`src/rtl/target_editor.sv`:
```
// Field-editable target register: switches and keys are synchronised and debounced,
// and a small FSM applies commit/restore edits with a registered strobe.
module target_editor #(
  parameter int TARGET_W = 32,
  parameter int FIELD_W = 8,
  parameter logic [TARGET_W-1:0] DEFAULT_TARGET = TARGET_W'(32'h4995CDD1),
  parameter int DEBOUNCE_CYCLES = 50000
) (
  input  logic                clk,
  input  logic                rst_n,
  input  logic [9:0]          sw,
  input  logic                key_commit_n,
  input  logic                key_restore_n,
  output logic                disp_sel,
  output logic                clk_sel,
  output logic [TARGET_W-1:0] target,
  output logic                target_stb,
  output logic                pos_err,
  output logic                busy
);

  // state | meaning
  // IDLE  | waiting for a commit or restore press
  // WRITE | applying the latched operation for one cycle
  // HOLD  | waiting for both keys to be released
  localparam logic [1:0] S_IDLE  = 2'd0;
  localparam logic [1:0] S_WRITE = 2'd1;
  localparam logic [1:0] S_HOLD  = 2'd2;

  localparam int N_FIELDS = TARGET_W / FIELD_W;
  localparam int CNT_W = (DEBOUNCE_CYCLES > 2) ? $clog2(DEBOUNCE_CYCLES) : 1;
  localparam logic [CNT_W-1:0] CNT_TC = CNT_W'(DEBOUNCE_CYCLES - 1);
  // Keys idle high, switches idle low.
  localparam logic [11:0] IN_RST = 12'hC00;

  logic [11:0]      raw, sync1, sync2, deb;
  logic [CNT_W-1:0] cnt [12];

  assign raw = {key_restore_n, key_commit_n, sw};

  always_ff @(posedge clk or negedge rst_n) begin
    if (!rst_n) begin
      sync1 <= IN_RST;
      sync2 <= IN_RST;
      deb   <= IN_RST;
      for (int i = 0; i < 12; i++) cnt[i] <= '0;
    end else begin
      sync1 <= raw;
      sync2 <= sync1;
      for (int i = 0; i < 12; i++) begin
        if (sync2[i] == deb[i]) begin
          cnt[i] <= '0;
        end else if (cnt[i] == CNT_TC) begin
          deb[i] <= sync2[i];
          cnt[i] <= '0;
        end else begin
          cnt[i] <= cnt[i] + CNT_W'(1);
        end
      end
    end
  end

  assign disp_sel = deb[9];
  assign clk_sel  = deb[8];

  logic commit_q, restore_q;
  logic press_commit, press_restore;

  always_ff @(posedge clk or negedge rst_n) begin
    if (!rst_n) begin
      commit_q  <= 1'b1;
      restore_q <= 1'b1;
    end else begin
      commit_q  <= deb[10];
      restore_q <= deb[11];
    end
  end

  assign press_commit  = commit_q & ~deb[10];
  assign press_restore = restore_q & ~deb[11];

  logic [1:0]          pos;
  logic [FIELD_W-1:0]  user_val;
  logic                pos_ok;
  logic [TARGET_W-1:0] field_target;

  assign pos      = deb[7:6];
  assign user_val = FIELD_W'(deb[5:0]) << (FIELD_W - 6);
  assign pos_ok   = int'(pos) < N_FIELDS;

  always_comb begin
    field_target = target;
    for (int i = 0; i < N_FIELDS; i++) begin
      if (int'(pos) == i) field_target[i*FIELD_W +: FIELD_W] = user_val;
    end
  end

  logic [1:0] state;
  logic       op_restore;

  always_ff @(posedge clk or negedge rst_n) begin
    if (!rst_n) begin
      state      <= S_IDLE;
      op_restore <= 1'b0;
      target     <= DEFAULT_TARGET;
      target_stb <= 1'b0;
      pos_err    <= 1'b0;
    end else begin
      target_stb <= 1'b0;
      pos_err    <= 1'b0;
      case (state)
        S_IDLE: begin
          if (press_restore) begin
            op_restore <= 1'b1;
            state      <= S_WRITE;
          end else if (press_commit) begin
            op_restore <= 1'b0;
            state      <= S_WRITE;
          end
        end
        S_WRITE: begin
          if (op_restore) begin
            target     <= DEFAULT_TARGET;
            target_stb <= 1'b1;
          end else if (pos_ok) begin
            target     <= field_target;
            target_stb <= 1'b1;
          end else begin
            pos_err <= 1'b1;
          end
          state <= S_HOLD;
        end
        S_HOLD: begin
          if (deb[10] && deb[11]) state <= S_IDLE;
        end
        default: state <= S_IDLE;
      endcase
    end
  end

  assign busy = (state != S_IDLE);

endmodule

```
`config.mk`:
```
export PLATFORM = sky130hd
export DESIGN_NAME = target_editor
export DESIGN_NICKNAME = d
export VERILOG_FILES = /design/src/rtl/target_editor.sv
export SDC_FILE = /design/constraint.sdc
export NUM_CORES = 1
export LEC_CHECK = 0
export CORE_MARGIN = 2
export CORE_UTILIZATION = 45
export CTS_CLUSTER_SIZE = 40
export DETAILED_ROUTE_END_ITERATION = 16
export DONT_BUFFER_PORTS = 1
export PLACE_DENSITY_LB_ADDON = 0.3
export REMOVE_ABC_BUFFERS = 1
export SLEW_MARGIN = 10
export SYNTH_ARGS = -nofsm -noshare
export SYNTH_HDL_FRONTEND = slang
export SYNTH_SLANG_ARGS = --single-unit
```
`constraint.sdc`:
```
create_clock -name clk -period 1.72 [get_ports clk]
set_input_delay 0.344 -clock clk [delete_from_list [all_inputs] [get_ports clk]]
set_output_delay 0.344 -clock clk [all_outputs]
set_load 0.1 [all_outputs]
```
# After elaboration in Yosys (flattened, before gate mapping)
# Index checks and enable logic that the tools add are counted.
[word_totals]
regBits = 266
latch_bits = 0
ram_bits = 0
rom_bits = 0
input_bits = 14
out_inout_bits = 37
elab_cells = 157
n_memories = 0
[op_classes]
addsub = 12
multipliers = 0
div_mod_pow = 0
order_cmp = 0
eq_ne = 31
n_shift = 0
muxes = 36
bitwise_logic = 16
reduce_logical = 27
[op_table]
columns = ["cell", "count"]
rows = [
  ["2-to-1 mux 16 bit", 24],
  ["adder 16 x 1 -> 16 bit, second input constant", 12],
  ["== test 16 bit, second input constant", 12],
  ["AND reduction 2 bit", 18],
  ["2-to-1 mux 32 bit", 1],
  ["2-to-1 mux 8 bit", 4],
  ["NOT 1 bit", 14],
  ["== test 1 bit", 12],
  ["nonzero test 2 bit", 6],
  ["== test 2 bit, second input constant", 3],
  ["2-to-1 mux 2 bit", 3],
  ["case mux 2 bit (3 select lines)", 1],
  ["== test 2 x 1 -> 1 bit, second input constant", 2],
  ["logical NOT 2 bit", 2],
  ["2-to-1 mux 1 bit", 3],
  ["!= test 3 bit, second input constant", 1],
  ["AND 1 bit", 2],
  ["!= test 2 bit, second input constant", 1],
  ["logical AND 1 bit", 1],
]

# Logic depth before layout (Yosys ltp)
[depth]
word_depth = 5
ltp_mapped = 7
depth_no_buf = 5

# Worst setup path after synthesis
# Ideal clock, no wire load.
[synth_timing]
path_type = "flip-flop to flip-flop"
from = "register cnt[186] in the netlist's numbering"
to = "register deb[0]"
setup_time_ns = 0.125
arrival_ns = 1.646
setup_slack_ns = -0.051
stages_incl_launch_ff = 4
n_path_buf = 0
path_cell_list = "dfrtp_1 > or3_4 > or4_4 > mux2_4"
[synth_via]
elab_chain_cells = 2
[synth_lines]
columns = ["item", "line_no", "rtl"]
rows = [
  ["start: declaration", "37", "logic [CNT_W-1:0] cnt [12];"],
  ["start signal: indexed assignment", "57", "cnt[i] <= cnt[i] + CNT_W'(1);"],
  ["== test 16 bit", "53", "end else if (cnt[i] == CNT_TC) begin"],
  ["AND reduction 2 bit (no line)", "-", ""],
  ["end signal: indexed assignment", "54", "deb[i] <= sync2[i];"],
  ["end: declaration", "36", "logic [11:0] raw, sync1, sync2, deb;"],
]
# No other way between the ends.
# A chain may end at the register's enable or synchronous reset.

# Worst setup path in the final report
[layout_timing]
from = "register cnt[135] in the netlist's numbering"
to = "register deb[3]"
# The elaborated chain is that of the path after synthesis.

==> impl_metrics.toml <==
[clocking]
cts.sinks = 262
clock_latency_ns = 0.54
cts-htree-levels = 1
cts_buffer_depth = 3
cts_buffers = 29
clkTransAtPathRegs_ns = 0.06
cts_tree = "yes"
cts_root_buf = "clkbuf_16"
cts_hold_buf = 12

[placed_design]
place_ws_ns = -0.00344
dp_hpwl_um = 15500
port_buffers = 0
gp_congestion = 0.842

[critical_path]
timing.rr.end = "deb[3]$_DFFE_PN0P_"
rr_startpoint = "cnt[135]$_DFF_PN0_"
cp-start-kind = "register"
reg2reg_setup_slack_ns = -0.009
worst-r2r-cell-count = 3
cp.arrival_ns = 2.15
endpoint_kind = "register"
worstPathMaxFanout = 3
cp.required_ns = 2.14
crit_type = "reg -> reg"

[layout]
area_growth_syn_to_layout_pct = 18.9
drive_above_1_share = 0.156
diodes = 0
final_nets = 1294

[sta]
final.setup.tns_ns = -0.00867
fmax_ghz = 0.578
tightest_slew_ns = 0.823
post-route-min-period_ns = 1.73
hold_slack_ns = -0.487
finalClockSkew_ns = 0.00983
maxSlewHeadroom = 0.451
hold_viol = 254
fin_ws_ns = -0.00867
setup_viol = 1
slew_viol_final = 0
fin_crit_sh = 1.01
grt_setup_unrepaired = "true"

[yosys]
ys_seq_elements = 262
yosysWarnings = 0
yosys_most_used_dff = "dfrtp_1"
netlist_area_mm2 = 0.0121
synth_top_cell_by_area = "dfrtp_1"
synth_cells = 1154
synth_seq_area_share = 0.545
synthTopCellsByArea = "dfrtp_1 49%, xnor2_1 9.2%, nor2_1 6.5%, dfstp_2 5.2%, xor2_1 3.3%"
synth_cell_types = 48
netlist.area_leader.share = 0.493
synth.avg_cell_area_um2 = 10.5
synthArstFlopShare = 1.00
synth_edf_count = 0

[floorplan]
ios = 51
die-area_mm2 = 0.0282
die_h_um = 168
core_region_area_mm2 = 0.0262
initial_core_util = 0.461
die_w_um = 168
rows = 59

[power]
ir_drop_mv = 0.795
leakagePower_uw = 0.00603
p_per_area_mw_per_mm2 = 926

[detailed_routing]
drc = 0
wire_per_inst_um = 14.5
antenna_left = 0
firstDrtPassIters = 5
first_iter_violations = 646
vias_per_cell = 5.33
vias = 8665
wirelength_um = 23600

[status]
violations = "hold timing, setup timing"
status = "finished, violations left"

[worst_hold_path]
hp-class = "in -> async"

[global_routing]
grt.total_usage = 0.174
grt_pass1_vias = 8614
grt_pass1_wl_um = 41400
grt_overflow = 0
grt_max_degree = 263
antenna_found_initial = 0

[run]
maxCapViolations = 0
-- metal layers --
metal  GRT usage  routed length, um
met5           0                  0
met4      0.0427                580
met3      0.0266                866
met2       0.289              11100
met1       0.242              11100
-- how the worst max path moves through the flow --
stage / start / endpoint
4_1_cts: target[14]$_DFFE_PN1P_ / target[14]
3_3_place_gp: cnt[139]$_DFF_PN0_ / deb[3]$_DFFE_PN0P_
2_1_floorplan: cnt[186]$_DFF_PN0_ / deb[0]$_DFFE_PN0P_
6_report: cnt[135]$_DFF_PN0_ / deb[3]$_DFFE_PN0P_
3_5_place_dp: cnt[186]$_DFF_PN0_ / deb[0]$_DFFE_PN0P_
5_1_grt: cnt[135]$_DFF_PN0_ / deb[3]$_DFFE_PN0P_
-- worst max-delay path, stage by stage, from the launching register on --
cell and delay (ns):
dfrtp_1 0.37, or3_1 0.36, or4_4 0.58, mux2_4 0.31
-- power breakdown --
| part | switching (uW) | leakage [uW] | internal [uW] |
|---|---|---|---|
| registers | 89.3 | 0.00351 | 6270 |
| clock network | 2450 | 0.000493 | 4170 |
| logic | 193 | 0.00203 | 141 |
| total | 2730 | 0.00603 | 10600 |
-- layout make-up --
type	instances	area (um^2)
inverters	29	109
repair buffers	108	872
well taps	335	419
flip-flops and latches	262	6630
fillers	2258	11800
clock inverters	12	218
clock buffers	41	811
multi-input cells	838	5300
-- cell usage in the layout, fill, tap and decap left out, types with 38 or more instances in the layout --
master,count
nor2_1,208
nor4_1,38
xnor2_1,127
nand4_1,53
nand2_1,68
nand3_1,62
nor3_1,41
buf_4,90
xor2_1,46
dfrtp_1,238
-- Yosys cell counts, types with 3 or more instances --
cell type  number
a21oi_1         8
a22o_1          4
a22oi_1        12
and2_1          3
and3_1         23
buf_2           3
buf_4           6
clkbuf_1       18
dfrtp_1       238
dfstp_2        24
ha_1           12
inv_1          29
mux2_2         10
nand2_1        68
nand2b_1        5
nand3_1        64
nand4_1        53
nor2_1        208
nor3_1         41
nor4_1         42
nor4b_1        10
nor4bb_1       14
o21ai_0        16
o22a_1         24
o31ai_1         4
o41ai_4         3
or2_2           5
or3_1           6
or4_1           4
xnor2_1       127
xor2_1         46
-- per-stage QoR --
step	utilization	instances	total power, uW	hold slack [ns]	cell area (um^2)
final	0.548	1625	13300	-0.487	14400
after global routing	0.548	1625	13800	-0.515	14400
after CTS	0.545	1621	13500	-0.515	14300
after detailed placement	0.498	1554	6760	0.0643	13100
after global placement	0.498	1554	6760	0.0630	13100
after floorplan	-	1129	6660	0.0484	11900
-- flip-flops by register name (all words and copies together), names as in the netlist --
signal	flops
cnt	192
commit_q	1
deb	12
op_restore	1
restore_q	1
state	2
sync1	12
sync2	12
target	28
target_stb	1
-- cell families (layout without fill, tap and decap cells) --
kind of cell | Yosys count | after routing | synth area share
AOI/OAI and AO/OA | 72 | 72 | 0.0478
and+or+nand+nor | 564 | 564 | 0.236
other | 1 | 5 | 0.000311
buffers and inverters | 58 | 190 | 0.0208
adders and majority gates | 12 | 12 | 0.0124
DFF | 262 | 262 | 0.545
xor gates and xnor gates | 173 | 173 | 0.125
muxes | 12 | 12 | 0.0118
-- what timing repair did --
| action | 4_1_cts | 5_1_grt |
|---|---|---|
| resized for setup | 18 | 9 |
| pin swaps | 3 | 7 |
| buffers inserted | 2 | 4 |
| endpoints found under the hold margin | 274 | 262 |
| setup endpoints to repair | 19 | 48 |
No activity file was read; power rests on OpenSTA's default activity.
